===== src/rtl/rtl_sbc_pkg.sv =====
// Shared constants for the CPU-bus peripheral blocks.
// Latency: n/a (declarations only).
// Backpressure: n/a.
package rtl_sbc_pkg;

  // Width of the 6502 data bus.
  localparam int BUS_DATA_W = 8;

  // Level of the CPU RW line during each kind of bus cycle.
  localparam logic RW_READ  = 1'b1;
  localparam logic RW_WRITE = 1'b0;

endpackage


===== src/rtl/rtl_sync_fifo.sv =====
// Synchronous FIFO: registered storage, head entry always visible on dout.
// Latency: a push shows on empty/level the cycle after it is accepted; no bypass.
// Backpressure: push is dropped when full unless a pop happens in the same cycle.
module rtl_sync_fifo #(
  parameter int WIDTH      = 10,
  parameter int DEPTH_LOG2 = 2
) (
  input  logic                  clk,
  input  logic                  rst_n,
  input  logic                  push,
  input  logic [WIDTH-1:0]      din,
  input  logic                  pop,
  output logic [WIDTH-1:0]      dout,
  output logic                  full,
  output logic                  empty,
  output logic [DEPTH_LOG2:0]   level
);

  localparam int DEPTH = 1 << DEPTH_LOG2;

  logic [WIDTH-1:0]    mem [DEPTH];
  // One extra pointer bit tells full (MSBs differ) from empty (MSBs equal).
  logic [DEPTH_LOG2:0] wr_ptr;
  logic [DEPTH_LOG2:0] rd_ptr;
  logic                do_push;
  logic                do_pop;

  assign empty = (wr_ptr == rd_ptr);
  assign full  = (wr_ptr[DEPTH_LOG2-1:0] == rd_ptr[DEPTH_LOG2-1:0]) &&
                 (wr_ptr[DEPTH_LOG2] != rd_ptr[DEPTH_LOG2]);
  assign level = wr_ptr - rd_ptr;

  // A pop at full frees the slot the push is about to fill.
  assign do_pop  = pop & ~empty;
  assign do_push = push & (~full | do_pop);

  assign dout = mem[rd_ptr[DEPTH_LOG2-1:0]];

  // Pointer update; wrap is implicit in the DEPTH_LOG2+1 bit arithmetic.
  always_ff @(posedge clk or negedge rst_n) begin
    if (!rst_n) begin
      wr_ptr <= '0;
      rd_ptr <= '0;
    end else begin
      if (do_push) wr_ptr <= wr_ptr + 1'b1;
      if (do_pop)  rd_ptr <= rd_ptr + 1'b1;
    end
  end

  // Storage is cleared so the head reads as zero straight out of reset.
  always_ff @(posedge clk or negedge rst_n) begin
    if (!rst_n) begin
      for (int i = 0; i < DEPTH; i++) mem[i] <= '0;
    end else if (do_push) begin
      mem[wr_ptr[DEPTH_LOG2-1:0]] <= din;
    end
  end

endmodule


===== src/rtl/rtl_bus_write_receiver.sv =====
// Oversamples the async 6502 bus, captures selected write cycles into a FIFO.
// Latency: push visible on M_VALID/LEVEL 3 CLK after PHI2 falls (sampling + edge detect + push).
// Backpressure: M_VALID/M_READY drain; a write arriving while full is dropped and sets sticky OVF.
module rtl_bus_write_receiver
  import rtl_sbc_pkg::*;
#(
  parameter int ADDR_W     = 2,
  parameter int DEPTH_LOG2 = 2
) (
  input  logic                  CLK,
  input  logic                  RST_N,
  input  logic                  PHI2,
  input  logic                  CS_N,
  input  logic                  RW,
  input  logic [ADDR_W-1:0]     A,
  input  logic [BUS_DATA_W-1:0] D,
  output logic [BUS_DATA_W-1:0] M_DATA,
  output logic [ADDR_W-1:0]     M_ADDR,
  output logic                  M_VALID,
  input  logic                  M_READY,
  output logic [DEPTH_LOG2:0]   LEVEL,
  output logic                  OVF,
  input  logic                  OVF_CLR
);

  localparam int ENTRY_W = ADDR_W + BUS_DATA_W;

  typedef struct packed {
    logic                  phi2;
    logic                  cs_n;
    logic                  rw;
    logic [ADDR_W-1:0]     a;
    logic [BUS_DATA_W-1:0] d;
  } smp_t;

  smp_t               bus_now;
  smp_t               s1;
  smp_t               s2;
  smp_t               s3;
  // v1/v2 mark stages that hold real samples taken since reset release.
  logic               v1;
  logic               v2;
  // armed goes high once a genuine PHI2-low sample has been seen, so the
  // PHI2 cycle that was in flight across reset can never commit.
  logic               armed;
  logic               phi2_fall;
  logic               commit;
  logic [ENTRY_W-1:0] payload;
  logic [ENTRY_W-1:0] head;
  logic               fifo_full;
  logic               fifo_empty;
  logic               pop;

  assign bus_now = {PHI2, CS_N, RW, A, D};

  // Three-stage sample pipeline; s1 only absorbs metastability.
  always_ff @(posedge CLK or negedge RST_N) begin
    if (!RST_N) begin
      s1 <= '0;
      s2 <= '0;
      s3 <= '0;
      v1 <= 1'b0;
      v2 <= 1'b0;
    end else begin
      s1 <= bus_now;
      s2 <= s1;
      s3 <= s2;
      v1 <= 1'b1;
      v2 <= v1;
    end
  end

  // Arm the detector on the first real low PHI2 after reset.
  always_ff @(posedge CLK or negedge RST_N) begin
    if (!RST_N) begin
      armed <= 1'b0;
    end else if (v2 && !s2.phi2) begin
      armed <= 1'b1;
    end
  end

  // A single high-to-low transition between s3 and s2 gives one commit per
  // PHI2 cycle, however short the high phase was.
  assign phi2_fall = s3.phi2 & ~s2.phi2;
  assign commit    = armed & phi2_fall & ~s3.cs_n & (s3.rw == RW_WRITE);
  // s3 is the last sample taken while PHI2 was still high.
  assign payload   = {s3.a, s3.d};

  assign M_VALID = ~fifo_empty;
  assign pop     = M_VALID & M_READY;

  rtl_sync_fifo #(
    .WIDTH      (ENTRY_W),
    .DEPTH_LOG2 (DEPTH_LOG2)
  ) u_fifo (
    .clk   (CLK),
    .rst_n (RST_N),
    .push  (commit),
    .din   (payload),
    .pop   (pop),
    .dout  (head),
    .full  (fifo_full),
    .empty (fifo_empty),
    .level (LEVEL)
  );

  assign {M_ADDR, M_DATA} = head;

  // Sticky overflow: a dropped commit sets it, and wins over a same-cycle clear.
  always_ff @(posedge CLK or negedge RST_N) begin
    if (!RST_N) begin
      OVF <= 1'b0;
    end else if (commit && fifo_full && !pop) begin
      OVF <= 1'b1;
    end else if (OVF_CLR) begin
      OVF <= 1'b0;
    end
  end

endmodule


===== config.mk =====
export PLATFORM = sky130hd
export DESIGN_NAME = rtl_bus_write_receiver
export DESIGN_NICKNAME = d
export VERILOG_FILES = /design/src/rtl/rtl_sbc_pkg.sv /design/src/rtl/rtl_sync_fifo.sv /design/src/rtl/rtl_bus_write_receiver.sv
export SDC_FILE = /design/constraint.sdc
export NUM_CORES = 1
export LEC_CHECK = 0
export BUFFER_PORTS_ARGS = -buffer_cell sky130_fd_sc_hd__clkbuf_2
export CAP_MARGIN = 20
export CORE_MARGIN = 3
export CORE_UTILIZATION = 45
export CTS_CLUSTER_SIZE = 10
export DETAILED_ROUTE_END_ITERATION = 12
export HOLD_SLACK_MARGIN = 0.08
export PLACE_DENSITY = 0.68
export REMOVE_ABC_BUFFERS = 1
export SLEW_MARGIN = 40
export SYNTH_ARGS = -nofsm -noshare
export SYNTH_HDL_FRONTEND = slang
export SYNTH_HIERARCHICAL = 1
export SYNTH_SLANG_ARGS = --single-unit
export TNS_END_PERCENT = 30

===== constraint.sdc =====
create_clock -name CLK -period 3.7 [get_ports CLK]
set_input_delay 0.185 -clock CLK [delete_from_list [all_inputs] [get_ports CLK]]
set_output_delay 0.185 -clock CLK [all_outputs]
set_load 0.1 [all_outputs]

After elaboration in Yosys (flattened, before gate mapping)
Cells that the tools add are included.
W data, S select, Z words.
{"block": "word_totals", "regBits": 89, "inputBits": 17, "out_inout_bits": 15, "wordCells": 65}
{"block": "op_classes", "add_sub_neg": 3, "magnitude_cmp": 3, "n_eq_ne": 3, "muxes": 8, "bitwise_logic": 15, "n_reduce_logical": 8}
{"cell": "$bwmux W40", "count": 1}
{"cell": "$mux W10", "count": 3}
{"cell": "$bmux W10 S2", "count": 1}
{"cell": "$demux W10 S2", "count": 1}
{"cell": "$and A1 B1 Y1", "count": 7}
{"cell": "$add A3 B1 Y3 const B", "count": 2}
{"cell": "$ge A3 B3 Y1 const B", "count": 2}
{"cell": "$not A2 Y3", "count": 2}
{"cell": "$logic_and A1 B1 Y1", "count": 5}
{"cell": "$not A1 Y1", "count": 5}
{"cell": "$eq A3 B3 Y1", "count": 1}
{"cell": "$lt A3 B1 Y1 const B", "count": 1}
{"cell": "$sub A3 B3 Y3", "count": 1}
{"cell": "$eq A2 B2 Y1", "count": 1}
{"cell": "$logic_not A1 Y1", "count": 2}
{"cell": "$mux W1", "count": 2}
{"cell": "$reduce_bool A2 Y1", "count": 1}
{"cell": "$ne A1 B1 Y1", "count": 1}
{"cell": "$or A1 B1 Y1", "count": 1}

Longest topological paths before layout
{"block": "depth", "depth_word": 8, "depth_mapped": 9, "mapped_depth_nobuf": 7}

Modules after synthesis
The synthesis kept the hierarchy.
{"mod": "rtl_sync_fifo", "n_inst": 1, "cells_per_inst": 137, "area_per_inst_um2": 2207.1}
{"mod": "rtl_bus_write_receiver", "n_inst": 1, "cells_per_inst": 54, "area_per_inst_um2": 1144.8}

Worst setup path after synthesis
No wires, ideal clock.
{"block": "synth_path", "path_kind": "register -> output", "startpoint": "register u_fifo.wr_ptr[0]", "endpoint": "output LEVEL[2]", "arrival_ns": 2.626, "t_required_ns": 3.515, "path_slack_ns": 0.889, "path_stages_with_launch": 5, "path_cell_list": "dfrtp_1 -> inv_1 -> ha_1 -> fa_1 -> xnor2_1"}
{"block": "synth_via", "elab_chain_cells": 1}
{"item": "start: declaration", "line": "rtl_sync_fifo.sv:23", "text": "logic [DEPTH_LOG2:0] wr_ptr;"}
{"item": "start signal: assignment", "line": "rtl_sync_fifo.sv:45", "text": "if (do_push) wr_ptr <= wr_ptr + 1'b1;"}
{"item": "$sub A3 B3 Y3", "line": "rtl_sync_fifo.sv:31", "text": "assign level = wr_ptr - rd_ptr;"}
{"item": "end: declaration", "line": "rtl_bus_write_receiver.sv:21", "text": "output logic [DEPTH_LOG2:0] LEVEL,"}
Every way passes these cells.

Worst setup path after layout
{"block": "layout_path", "startpoint": "register u_fifo.rd_ptr[1]", "endpoint": "register u_fifo/mem[18] in the netlist's numbering"}
{"block": "layout_via", "elab_chain_cells": 6, "word_cells_on_any_way": 9, "classes_between": "2 x eq/ne; 6 x bitwise; 1 x reduce/logical"}
{"item": "start: declaration", "line": "rtl_sync_fifo.sv:24", "text": "logic [DEPTH_LOG2:0] rd_ptr;"}
{"item": "start signal: assignment", "line": "rtl_sync_fifo.sv:46", "text": "if (do_pop) rd_ptr <= rd_ptr + 1'b1;"}
{"item": "$eq A3 B3 Y1", "line": "rtl_sync_fifo.sv:28", "text": "assign empty = (wr_ptr == rd_ptr);"}
{"item": "via fifo_empty", "line": "rtl_bus_write_receiver.sv:51", "text": "logic fifo_empty;"}
{"item": "$not A1 Y1", "line": "rtl_bus_write_receiver.sv:89", "text": "assign M_VALID = ~fifo_empty;"}
{"item": "$and A1 B1 Y1", "line": "rtl_bus_write_receiver.sv:90", "text": "assign pop = M_VALID & M_READY;"}
{"item": "via pop", "line": "rtl_bus_write_receiver.sv:52", "text": "logic pop;"}
{"item": "$and A1 B1 Y1", "line": "rtl_sync_fifo.sv:34", "text": "assign do_pop = pop & ~empty;"}
{"item": "$or A1 B1 Y1", "line": "rtl_sync_fifo.sv:35", "text": "assign do_push = push & (~full | do_pop);"}
{"item": "$and A1 B1 Y1", "line": "rtl_sync_fifo.sv:35"}
{"item": "end signal: indexed assignment", "line": "rtl_sync_fifo.sv:55", "text": "mem[wr_ptr[DEPTH_LOG2-1:0]] <= din;"}
{"item": "end: declaration", "line": "rtl_sync_fifo.sv:21", "text": "logic [WIDTH-1:0] mem [DEPTH];"}
The timed path passes the listed nets, and every way through them passes these cells.
A chain may end at the register's enable or synchronous reset.

==> impl_metrics.py <==
metrics = {
    "outcome": {
        "outcome": "complete, no violations",
    },
    "worst_setup_path": {
        "r2r-start": "u_fifo/rd_ptr[1]$_DFFE_PN0P_",
        "cp_max_fo": 14,
        "startpoint": "u_fifo/rd_ptr[1]$_DFFE_PN0P_",
        "r2r_slack_ns": 0.79,
        "critPathKind": "register to register",
        "worstPathRequired_ns": 3.93,
        "crit_path_cell_trace": "inv_1, ha_1, and3_2, nor2b_1, nand3b_2, o211ai_4, mux2_2",
        "arrival_ns": 3.14,
        "r2r_cells": 7,
        "cpMaxStageDelayCell": "dfrtp_1",
        "slowest_delay_ns": 0.76,
        "start_kind": "register",
        "cp-end-kind": "register",
        "timing.rr.end": "u_fifo/mem[18]$_DFFE_PN0P_",
    },
    "logic_synthesis": {
        "synthAdderAreaFrac_pct": 3.21,
        "synth_edf_count": 0,
        "synth_top_family_by_area": "multiplexers",
        "synthXorXnorAreaFrac_pct": 1.61,
        "avgSynthCellArea_um2": 17.5,
        "yosysWarningCount": 6,
        "synth-simple-area-share_pct": 1.90,
        "synth_cell_types": 28,
        "synth_ff_type": "dfrtp_1",
        "ys_ff_latch": 89,
        "netlist_area_um2": 3350,
        "synth_compound_area_share_pct": 4.07,
        "synthCells": 191,
        "synthMuxAreaShare_pct": 21.2,
        "ys_seq_area_share_pct": 66.4,
        "async_flop_share_pct": 100,
    },
    "sta": {
        "fmax_mhz": 343,
        "rsz0062_at_grt": "false",
        "hold_violations": 0,
        "max_slew_margin_pct": 54.5,
        "fin_skew_ns": 0.00850,
        "period_share_pct": 78.7,
        "setup_violations": 0,
        "worst_pin_slew_ns": 0.683,
        "fin_setup_tns_ns": 0,
        "layout_min_cycle_time_ns": 2.91,
        "drv_slew": 0,
    },
    "floorplanning": {
        "die-area_um2": 8520,
        "core-area_um2": 7020,
        "io_pins": 32,
        "rows": 30,
        "die_h_um": 92.3,
        "fp.dieW_um": 92.3,
        "start_util_pct": 47.8,
    },
    "hold_path": {
        "hp-start": "M_READY",
        "holdCritPathClass": "primary input to register",
        "min_path_cells": 3,
        "hold_path_end": "u_fifo/rd_ptr[2]$_DFFE_PN0P_",
    },
    "global_route": {
        "antenna_found_initial": 0,
        "grt_overflow": 0,
        "grt_pass1_vias": 1743,
        "grt_pass1_wl_mm": 8.47,
        "grt_max_degree": 90,
        "grt_usage_pct": 13.1,
    },
    "place": {
        "gp_congestion": 0.768,
        "dpl.hpwl_mm": 3.12,
        "io_buffers": 31,
    },
    "clock_tree": {
        "cts_tree": "yes",
        "cts_sinks": 89,
        "cts-buffers-inserted": 9,
        "h-tree-depth": 3,
        "cts_buffer_depth": 2,
        "insertion_delay_ns": 0.35,
        "clock-root-buffer": "clkbuf_8",
        "path_clk_slew_ns": 0.08,
        "postCtsSetupRepairBufs": 0,
    },
    "drt": {
        "wirelength_mm": 5.01,
        "drtIter0Drc": 61,
        "drt_pass1_iterations": 4,
        "drc": 0,
        "routedWlPerCell_um": 14.4,
        "vias": 1712,
        "viasPerCell": 4.92,
        "ant_nets": 0,
    },
    "layout": {
        "drive_above_1_share_pct": 43.3,
        "syn_to_final_growth_pct": 18.6,
        "diodes": 0,
        "nNetsFinal": 273,
    },
    "run": {
        "drv_cap": 0,
    },
}
## metal layers
| layer | vias up | GRT usage, % | wire [um] | share of wire, % |
|---|---|---|---|---|
| met4 | 0 | 5.94 | 72 | 1.4 |
| met5 | - | 0 | 0 | 0 |
| met1 | 887 | 17.8 | 2390 | 48 |
| li1 | 788 | - | - | - |
| met2 | 29 | 19.5 | 2370 | 47 |
| met3 | 8 | 4.06 | 177 | 3.5 |
## stage by stage
step	std cells	cell area [um2]	utilization (%)	worst slack [ns]	hold WS [ns]
final	348	3970	56.6	0.787	0.275
after global routing	348	3970	56.6	0.575	0.269
after CTS	348	3970	56.6	0.742	0.258
after detailed placement	318	3640	51.9	0.760	0.295
after global placement	318	3640	51.8	0.818	0.293
after floorplan	188	3340	-	0.683	-0.111
## sequential cells by signal, summed over array words and instances, names as in the netlist
signal	flops
v1	1
u_fifo/mem	40
v2	1
s1	13
u_fifo/rd_ptr	3
OVF	1
s2	13
armed	1
payload	10
u_fifo/wr_ptr	3
s3	3
## area by class of cell
| cell class | instances | area [um2] |
|---|---|---|
| clock buffers | 13 | 169 |
| clock inverters | 2 | 12.5 |
| fillers | 589 | 3050 |
| inverters | 9 | 33.8 |
| multi-input cells | 90 | 1070 |
| flip-flops and latches | 89 | 2230 |
| well taps | 96 | 120 |
| repair buffers | 49 | 337 |
## logic make-up after synthesis
logic type               count (synthesis)
AO/OA/AOI/OAI                           13
flip-flops                              89
buffers and inverters                   12
XOR/XNOR                                 4
adder cells (fa/ha/maj)                  8
AND/OR/NAND/NOR                         11
other                                    1
multiplexers                            53
## Yosys cell counts, types with 2 or more instances
| cell | number | area [um2] |
|---|---|---|
| a21oi_1 | 2 | 10.0 |
| a31oi_1 | 2 | 12.5 |
| dfrtp_1 | 89 | 2230 |
| ha_1 | 7 | 87.6 |
| inv_1 | 9 | 33.8 |
| mux2_2 | 43 | 484 |
| mux4_2 | 10 | 225 |
| nand2_1 | 4 | 15.0 |
| o211ai_4 | 3 | 63.8 |
| o21ai_0 | 2 | 10.0 |
| xnor2_1 | 3 | 26.3 |
## cells in the final DEF, fill, tap and decap left out, types with 2 or more instances in the layout
cell type       n
dlygate4sd3_1  15
clkbuf_2       30
ha_1            7
a31oi_1         2
o211ai_4        3
nand2_1         4
inv_1           9
mux4_2         10
a21oi_1         2
clkbuf_8       13
xnor2_1         3
o21ai_0         2
dfrtp_1        89
mux2_2         43
buf_4           3
## worst max-delay path, delay by kind of cell, from the launching register on
kind	cells	cell delay (ns)
compound gates	1	0.48
mux	1	0.39
simple gates	3	0.65
buf+inv	1	0.11
flops	1	0.76
fa+ha+maj	1	0.41
## worst max path at each step
stage,to,slack [ns],cells past startpoint
floorplan,LEVEL[2],0.68,3
global placement,u_fifo/mem[30]$_DFFE_PN0P_,0.82,7
detailed placement,u_fifo/mem[18]$_DFFE_PN0P_,0.76,7
CTS,u_fifo/mem[18]$_DFFE_PN0P_,0.74,7
global route,u_fifo/mem[30]$_DFFE_PN0P_,0.58,7
finish,u_fifo/mem[18]$_DFFE_PN0P_,0.79,7
## timing repair
item	in CTS	in global routing
resized for setup	0	0
hold endpoints to repair	103	0
hold buffers	15	0
Power is left out: the tool's default activity adds up to more than one toggle a clock period on the data nets, which glitch-free logic cannot reach.
